===== src/rtl/gcd_scheduler_if.sv =====
// Requester and engine signal bundle for gcd_scheduler.
// slave is the scheduler's view; master is the view of the clients and the engine.
interface gcd_scheduler_if #(
  parameter int NREQ = 4,
  parameter int W    = 32
);
  logic [NREQ-1:0]   req_valid;
  logic [NREQ-1:0]   req_ready;
  logic [NREQ*W-1:0] req_a;
  logic [NREQ*W-1:0] req_b;
  logic [NREQ-1:0]   rsp_valid;
  logic [W-1:0]      rsp_data;
  logic              rsp_err;
  logic              busy;
  logic              eng_start;
  logic [W-1:0]      eng_a;
  logic [W-1:0]      eng_b;
  logic              eng_done;
  logic [W-1:0]      eng_result;

  modport slave (
    input  req_valid, req_a, req_b, eng_done, eng_result,
    output req_ready, rsp_valid, rsp_data, rsp_err, busy, eng_start, eng_a, eng_b
  );

  modport master (
    output req_valid, req_a, req_b, eng_done, eng_result,
    input  req_ready, rsp_valid, rsp_data, rsp_err, busy, eng_start, eng_a, eng_b
  );
endinterface


===== src/rtl/gcd_scheduler.sv =====
// Round-robin scheduler sharing one subtractive GCD engine among NREQ requesters.
// Optional engine watchdog is enabled by defining GCD_TIMEOUT_EN.
module gcd_scheduler #(
  parameter int NREQ    = 4,
  parameter int W       = 32,
  parameter int TIMEOUT = 1024
) (
  input logic            clk,
  input logic            rst,
  gcd_scheduler_if.slave bus
);
  localparam int              GW       = (NREQ > 1) ? $clog2(NREQ) : 1;
  localparam logic [GW:0]     NREQ_L   = (GW+1)'(NREQ);
  localparam logic [GW-1:0]   LAST_RST = GW'(NREQ - 1);

  typedef enum logic [1:0] {IDLE, LAUNCH, WAIT, RESPOND} state_t;

  state_t          state;
  state_t          state_nx;
  logic [GW-1:0]   last_grant;
  logic [GW-1:0]   gnt;
  logic [GW-1:0]   win;
  logic            win_found;
  logic [W-1:0]    in_a;
  logic [W-1:0]    in_b;
  logic [W-1:0]    op_a;
  logic [W-1:0]    op_b;
  logic [NREQ-1:0] win_onehot;
  logic            timeout;
  logic            rsp_fire;
  logic            rsp_err_nx;
  logic [GW-1:0]   rsp_gnt;
  logic [W-1:0]    rsp_val;

  // Search starts just after the last granted requester and wraps.
  always_comb begin
    logic [GW:0] idx;
    idx       = '0;
    win       = last_grant;
    win_found = 1'b0;
    for (int off = 1; off <= NREQ; off++) begin
      idx = {1'b0, last_grant} + (GW+1)'(off);
      if (idx >= NREQ_L) idx = idx - NREQ_L;
      if (!win_found && bus.req_valid[idx[GW-1:0]]) begin
        win_found = 1'b1;
        win       = idx[GW-1:0];
      end
    end
  end

  always_comb begin
    in_a = '0;
    in_b = '0;
    for (int i = 0; i < NREQ; i++) begin
      if (win == GW'(i)) begin
        in_a = bus.req_a[i*W +: W];
        in_b = bus.req_b[i*W +: W];
      end
    end
  end

  assign win_onehot    = NREQ'(1) << win;
  assign bus.req_ready = (rst && state == IDLE && win_found) ? win_onehot : '0;
  assign bus.busy      = (state != IDLE);
  assign bus.eng_a     = op_a;
  assign bus.eng_b     = op_b;

  // Zero operands short-circuit straight to RESPOND with a|b.
  always_comb begin
    state_nx   = state;
    rsp_gnt    = gnt;
    rsp_val    = '0;
    rsp_err_nx = 1'b0;
    case (state)
      IDLE: begin
        if (win_found) begin
          rsp_gnt  = win;
          rsp_val  = in_a | in_b;
          state_nx = (in_a == '0 || in_b == '0) ? RESPOND : LAUNCH;
        end
      end
      LAUNCH:  state_nx = WAIT;
      WAIT: begin
        if (bus.eng_done) begin
          rsp_val  = bus.eng_result;
          state_nx = RESPOND;
        end else if (timeout) begin
          rsp_err_nx = 1'b1;
          state_nx   = RESPOND;
        end
      end
      RESPOND: state_nx = IDLE;
      default: state_nx = IDLE;
    endcase
  end

  assign rsp_fire = (state_nx == RESPOND) && (state != RESPOND);

  always_ff @(posedge clk or negedge rst) begin
    if (!rst) begin
      state         <= IDLE;
      last_grant    <= LAST_RST;
      gnt           <= '0;
      op_a          <= '0;
      op_b          <= '0;
      bus.eng_start <= 1'b0;
      bus.rsp_valid <= '0;
      bus.rsp_data  <= '0;
      bus.rsp_err   <= 1'b0;
    end else begin
      state         <= state_nx;
      bus.eng_start <= (state_nx == LAUNCH);
      bus.rsp_valid <= rsp_fire ? (NREQ'(1) << rsp_gnt) : '0;
      bus.rsp_err   <= rsp_fire && rsp_err_nx;
      if (rsp_fire) bus.rsp_data <= rsp_val;
      if (state == IDLE && win_found) begin
        gnt  <= win;
        op_a <= in_a;
        op_b <= in_b;
      end
      if (state == RESPOND) last_grant <= gnt;
    end
  end

`ifdef GCD_TIMEOUT_EN
  localparam int CW = $clog2(TIMEOUT + 1);
  logic [CW-1:0] wait_cnt;

  // Held at zero outside WAIT so every WAIT visit starts a fresh count.
  always_ff @(posedge clk or negedge rst) begin
    if (!rst)               wait_cnt <= '0;
    else if (state != WAIT) wait_cnt <= '0;
    else                    wait_cnt <= wait_cnt + 1'b1;
  end

  assign timeout = (state == WAIT) && (wait_cnt == CW'(TIMEOUT - 1));
`else
  logic unused_timeout;
  assign unused_timeout = ^TIMEOUT;
  assign timeout        = 1'b0;
`endif
endmodule


===== src/flat_wrapper.sv =====
// flat-port wrapper written by rule: the top's interface ports become plain ports
module gcd_scheduler_flat 
#(
  parameter int NREQ    = 4,
  parameter int W       = 32,
  parameter int TIMEOUT = 1024
)
  (clk, rst, bus_req_valid, bus_req_a, bus_req_b, bus_eng_done, bus_eng_result, bus_req_ready, bus_rsp_valid, bus_rsp_data, bus_rsp_err, bus_busy, bus_eng_start, bus_eng_a, bus_eng_b);
  gcd_scheduler_if #(.NREQ(NREQ), .W(W)) bus_i ();
  input logic clk;
  input logic rst;
  input wire logic [$bits(bus_i.req_valid)-1:0] bus_req_valid;
  input wire logic [$bits(bus_i.req_a)-1:0] bus_req_a;
  input wire logic [$bits(bus_i.req_b)-1:0] bus_req_b;
  input wire logic [$bits(bus_i.eng_done)-1:0] bus_eng_done;
  input wire logic [$bits(bus_i.eng_result)-1:0] bus_eng_result;
  output wire logic [$bits(bus_i.req_ready)-1:0] bus_req_ready;
  output wire logic [$bits(bus_i.rsp_valid)-1:0] bus_rsp_valid;
  output wire logic [$bits(bus_i.rsp_data)-1:0] bus_rsp_data;
  output wire logic [$bits(bus_i.rsp_err)-1:0] bus_rsp_err;
  output wire logic [$bits(bus_i.busy)-1:0] bus_busy;
  output wire logic [$bits(bus_i.eng_start)-1:0] bus_eng_start;
  output wire logic [$bits(bus_i.eng_a)-1:0] bus_eng_a;
  output wire logic [$bits(bus_i.eng_b)-1:0] bus_eng_b;
  assign bus_i.req_valid = bus_req_valid;
  assign bus_i.req_a = bus_req_a;
  assign bus_i.req_b = bus_req_b;
  assign bus_i.eng_done = bus_eng_done;
  assign bus_i.eng_result = bus_eng_result;
  assign bus_req_ready = bus_i.req_ready;
  assign bus_rsp_valid = bus_i.rsp_valid;
  assign bus_rsp_data = bus_i.rsp_data;
  assign bus_rsp_err = bus_i.rsp_err;
  assign bus_busy = bus_i.busy;
  assign bus_eng_start = bus_i.eng_start;
  assign bus_eng_a = bus_i.eng_a;
  assign bus_eng_b = bus_i.eng_b;
  gcd_scheduler #(.NREQ(NREQ), .W(W), .TIMEOUT(TIMEOUT)) u_core (.clk(clk), .rst(rst), .bus(bus_i));
endmodule

===== config.mk =====
export PLATFORM = sky130hd
export DESIGN_NAME = gcd_scheduler_flat
export DESIGN_NICKNAME = d
export VERILOG_FILES = /design/src/rtl/gcd_scheduler_if.sv /design/src/rtl/gcd_scheduler.sv /design/src/flat_wrapper.sv
export SDC_FILE = /design/constraint.sdc
export NUM_CORES = 1
export LEC_CHECK = 0
export BUFFER_PORTS_ARGS = -buffer_cell sky130_fd_sc_hd__buf_2
export CORE_AREA = 3 3 153 155
export CTS_CLUSTER_DIAMETER = 30
export DETAILED_ROUTE_END_ITERATION = 7
export DIE_AREA = 0 0 156 158
export PLACE_DENSITY = 0.7
export SLEW_MARGIN = 10
export SYNTH_ARGS = -nofsm -noshare
export SYNTH_HDL_FRONTEND = slang
export SYNTH_SLANG_ARGS = --single-unit

===== constraint.sdc =====
create_clock -name clk -period 5.7 [get_ports clk]
set_input_delay 1.14 -clock clk [delete_from_list [all_inputs] [get_ports clk]]
set_output_delay 1.14 -clock clk [all_outputs]
set_load 0.005 [all_outputs]

# [Word level (Yosys, flattened, before mapping)]
# Cells that the tools add are included.
[classes] n_eq_ne=9 add_sub_neg=8 magnitude_cmp=8 shifts=2 mux=39 n_bitwise=1 reduce_logical=16
[ops] op="$mux W32" count=10
[ops] op="$logic_not A32 Y1" count=2
[ops] op="$pmux W32 S2" count=1
[ops] op="$or A32 B32 Y32" count=1
[ops] op="$mux W2" count=13
[ops] op="$ge A3 B3 Y1 const B" count=4
[ops] op="$lt A2 B3 Y1 const B" count=4
[ops] op="$eq A2 B2 Y1 const B" count=5
[ops] op="$bmux W1 S2" count=4
[ops] op="$mux W1" count=8
[ops] op="$mux W4" count=2
[ops] op="$pmux W2 S4" count=1
[ops] op="$shl A1 B2 Y4 const A" count=2
[ops] op="$sub A2 B1 Y2 const B" count=4
[ops] op="$logic_and A1 B1 Y1" count=7
[ops] op="$add A2 B2 Y3 const B" count=2
[ops] op="$eq A2 B1 Y1 const B" count=3
[ops] op="$logic_not A2 Y1" count=2
[ops] op="$add A2 B1 Y3 const B" count=1
[ops] op="$add A2 B3 Y3 const B" count=1
[ops] op="$logic_not A1 Y1" count=3
[ops] op="$ne A2 B2 Y1 const B" count=1
[ops] op="$reduce_bool A2 Y1" count=1
[ops] op="$logic_or A1 B1 Y1" count=1
[word_totals] output_inout_bits=107 register_bits=107

# [Depth between registers and ports, before layout]
[depth] word_depth=28 ltp_mapped=13

# [Least setup slack after synthesis]
# No wires, ideal clock.
[synth_timing] path_type="input to output" startpoint="input bus_req_valid[0]" endpoint="output bus_req_ready[0]" path_stages=6 t_arrival_ns=2.637 path_buffers=3 path_slack_ns=1.923 cell_sequence="mux2_2 > o221ai_2 > clkbuf_1 > buf_1 > clkbuf_1 > nor3_1"
[synth_between] elab_chain_cells=14
[synth_rtl] element="start: declaration" line="flat_wrapper.sv:12" text="input wire logic [$bits(bus_i.req_valid)-1:0] bus_req_valid;"
[synth_rtl] element="$bmux W1 S2" line="gcd_scheduler.sv:44" text="if (!win_found && bus.req_valid[idx[GW-1:0]]) begin"
[synth_rtl] element="$mux W1 (implied by the code)" line="gcd_scheduler.sv:44"
[synth_rtl] element="$mux W1" line="gcd_scheduler.sv:44"
[synth_rtl] element="$logic_not A1 Y1" line="gcd_scheduler.sv:44"
[synth_rtl] element="$logic_and A1 B1 Y1" line="gcd_scheduler.sv:44"
[synth_rtl] element="$mux W1" line="gcd_scheduler.sv:44"
[synth_rtl] element="$logic_not A1 Y1" line="gcd_scheduler.sv:44"
[synth_rtl] element="$logic_and A1 B1 Y1" line="gcd_scheduler.sv:44"
[synth_rtl] element="$mux W1" line="gcd_scheduler.sv:44"
[synth_rtl] element="$logic_not A1 Y1" line="gcd_scheduler.sv:44"
[synth_rtl] element="$logic_and A1 B1 Y1" line="gcd_scheduler.sv:44"
[synth_rtl] element="$mux W2 / $mux W1 (equally long branches)" line="gcd_scheduler.sv:44"
[synth_rtl] element="$shl A1 B2 Y4 / $logic_and A1 B1 Y1 (equally long branches)" line="gcd_scheduler.sv:62, gcd_scheduler.sv:63"
[synth_rtl] element="$mux W4 (*)" line="gcd_scheduler.sv:63" text="assign bus.req_ready = (rst && state == IDLE && win_found) ? win_onehot : '0;"
[synth_rtl] element="end: declaration" line="flat_wrapper.sv:17" text="output wire logic [$bits(bus_i.req_ready)-1:0] bus_req_ready;"
# Every way passes the cells marked *; elsewhere a longest branch is shown, timed or not. The select of a mux whose other input is x is not followed.

# [Worst setup path after layout]
[layout_timing] startpoint="input bus_req_valid[3]" endpoint="output bus_req_ready[0]"
# Same word-level chain as after synthesis.

==> impl_metrics.ini <==
[timing]
max_freq_mhz = 227
maxSlewViolCount = 0
fin_crit_sh_pct = 77.3
fin_skew_ps = 11.1
worstMarginPinSlew_ps = 1180
finalSetupViolCount = 0
fin_setup_tns_ps = 0
timing.hold.ws_ps = 476
postLayoutSetupSlackWorst_ps = 1290
relSlewSlack_pct = 21.1
finalHoldViolations = 0
rsz0062_at_grt = no
min_period_ps = 4410

[logic_synthesis]
syn_area_um2 = 7760
synth-seq-cells = 107
async_reset_ff_share_pct = 100
ys_seq_area_share_pct = 34.5
synth.area.top_cells = dfrtp_1, nand2_1, nand3_1, o221a_1, a21oi_1
synth_fp_nets = 1351
yosysWarnings = 0
synthTopCellsByCount = nand2_1, dfrtp_1, nand3_1, clkbuf_1, a21oi_1
syn_avg_cell_area_um2 = 7.37
synth_edf_count = 0
synthDistinctLibCells = 52
yosysMostFrequentCell = nand2_1
synth_top_area_share_pct = 33.9
synth_cells = 1053
synth_flop_cell = dfrtp_1
yosys.area.top_type = dfrtp_1

[critical_path]
crit_type = input pin to primary output
worst_r2r_endpoint = u_core.bus.rsp_data[18]$_DFFE_PN0P_
required_ps = 4560
reg2reg_depth = 12
crit_arrival_ps = 3270
cp-start-kind = input pin
cp-end-kind = primary output
crit_path_start = bus_req_valid[3]
reg2reg_from = u_core.last_grant[0]$_DFFE_PN1N_
r2r_setup_slack_ps = 1810
worstPathMaxFanout = 70
endpoint = bus_req_ready[0]

[cts]
root_buffer = clkbuf_16
clock-sinks = 107
cts_max_path_buffers = 2
cts_resized = 0
cts_made_buffers = 9
cts_tree = done
hold_buffers = 0
cts_htree_levels = 3
cts.clk_slew.worst_paths_ps = 70
clkLatencyLatePin_ps = 360
postCtsSetupBuffers = 0

[floorplanning]
core-area_um2 = 22000
die_h_um = 158
row_count = 54
die-area_um2 = 24600
initial_core_util_pct = 35.3
ios = 402
fp.dieW_um = 156

[route]
routed_wl_um = 39600
drt_iter0_drc = 1055
via_count = 9952
ant_nets = 0
drtPass1Iterations = 6
drc_errors = 0
via_per_inst = 5.91
wl_per_cell_um = 23.5

[job]
drv_cap = 0

[outcome]
status = finished clean

[grt]
grt_use_total_pct = 30.3
grt_antenna_before_repair = 5
grt_pass1_vias = 9298
grt_start_max_net_pins = 110
grt_pass1_wl_um = 56400
grt-ovfl-total = 0

[power]
power_mw = 5.73
switching_share_pct = 52.8
power_density_nw_per_um2 = 559
internal_power_mw = 2.70
vdd_drop_max_v = 0.000429
combPwrFrac_pct = 65.9
seqPwrFrac_pct = 22.8
pwr-share-clk_pct = 11.3
switching_power_mw = 3.03
leakage_nw = 4.95

[final_layout]
area_growth_pct = 32.0
drive_above_1_share_pct = 33.6
stdcell_count = 1684
layout.nets = 1693

[hold_path]
min_path_type = flip-flop to flip-flop

[place]
port_buffers = 400
placed_cells = 1664
place.gp.congestion = 0.972
dp_hpwl_um = 31100
dp_slack_ps = 935
## metal layers
metal	part of all wire, %	global-route usage, %	up-vias
li1	-	-	4501
met1	41	41.8	4744
met3	9.1	5.82	79
met4	3.4	11.3	6
met2	46	47.5	622
met5	0.086	0	-
## worst min-delay path by stage
stage / slack, ps / to / cells after the start / from
6_report: 480 / u_core.bus.eng_a[29]$_DFFE_PN0P_ / 2 / u_core.bus.eng_a[29]$_DFFE_PN0P_
5_1_grt: 510 / u_core.bus.eng_b[29]$_DFFE_PN0P_ / 2 / u_core.bus.eng_b[29]$_DFFE_PN0P_
4_1_cts: 480 / u_core.bus.eng_b[29]$_DFFE_PN0P_ / 2 / u_core.bus.eng_b[29]$_DFFE_PN0P_
3_5_place_dp: 460 / u_core.bus.eng_a[3]$_DFFE_PN0P_ / 2 / u_core.bus.eng_a[3]$_DFFE_PN0P_
3_3_place_gp: 450 / u_core.bus.eng_a[14]$_DFFE_PN0P_ / 2 / u_core.bus.eng_a[14]$_DFFE_PN0P_
2_1_floorplan: 460 / u_core.last_grant[1]$_DFFE_PN1N_ / 2 / u_core.gnt[1]$_DFFE_PN0P_
## registers in the layout (all words and copies together), names as in the netlist
signal                count
u_core.bus.rsp_data      32
u_core.bus.rsp_valid      4
u_core.bus.eng_a         32
u_core.last_grant         2
u_core.bus.eng_start      1
u_core.state              2
u_core.bus.eng_b         32
u_core.gnt                2
## worst max-delay path, stage by stage
cell	delay, ps
buf_2	110
nand2b_1	100
nor2_2	90
buf_4	310
or3_4	240
buf_12	250
buf_4	620
nor3_1	130
buf_2	180
## area by class of cell
class / count / area [µm²]
fill: 2283 / 11700
multi-input combinational: 826 / 4600
sequential: 107 / 2680
timing repair buffer: 424 / 2210
tap: 280 / 350
clock buffer: 9 / 225
inverter: 27 / 101
clock inverter: 7 / 67.6
antenna: 4 / 10.0
## power groups by stage
stage / Combinational [mW] / Sequential [mW] / Clock (mW)
4_1_cts: 3.72 / 1.30 / 0.651
2_1_floorplan: 2.30 / 1.29 / 0
3_3_place_gp: 3.66 / 1.30 / 0
3_5_place_dp: 3.72 / 1.31 / 0
6_report: 3.78 / 1.30 / 0.649
5_1_grt: 4.12 / 1.34 / 0.678
## through the flow
stage	instance area, µm²	utilization, %
detailed placement	9940	45.3
floorplan	7760	-
finish	10200	46.6
global route	10200	46.6
CTS	10200	46.6
global placement	9940	45.3
## cell families after synthesis
kind of cell / after synthesis / synth area share, %
adders and majority gates: 3 / 0.484
and+or+nand+nor: 552 / 33.2
DFF: 107 / 34.5
muxes: 6 / 0.838
other: 1 / 0.0483
AOI/OAI and AO/OA: 264 / 24.1
buffers and inverters: 120 / 6.75
## cell usage in the layout, fill, tap and decap left out, types with 3 or more instances in the layout
master     synthesis  final
clkbuf_16          0      9
diode_2            0      4
nand4_1            9      9
nand3_1           96     96
nand3b_1           4      4
o221a_2            3      3
buf_2              8    399
o31ai_1            6      6
nand2b_1           3      3
nor2_1            44     43
nor3_1            15     14
o221a_1           30     30
o22ai_1            7      7
inv_6              0      3
a22o_1             3      3
o211ai_1          21     21
o21ai_0           52     52
a22oi_1           13     13
mux2_2             4      4
nand2_1          292    291
or2_2              9      9
a41oi_1           26     26
dfrtp_1          105    105
ha_1               3      3
a21oi_1           63     63
or4_1              5      5
a211oi_1          26     26
inv_1             27     27
nor4_1            27     27
buf_4              5     23
and2_1             9      7
nor4b_1           29     29
No activity file was read; power rests on OpenSTA's default activity.
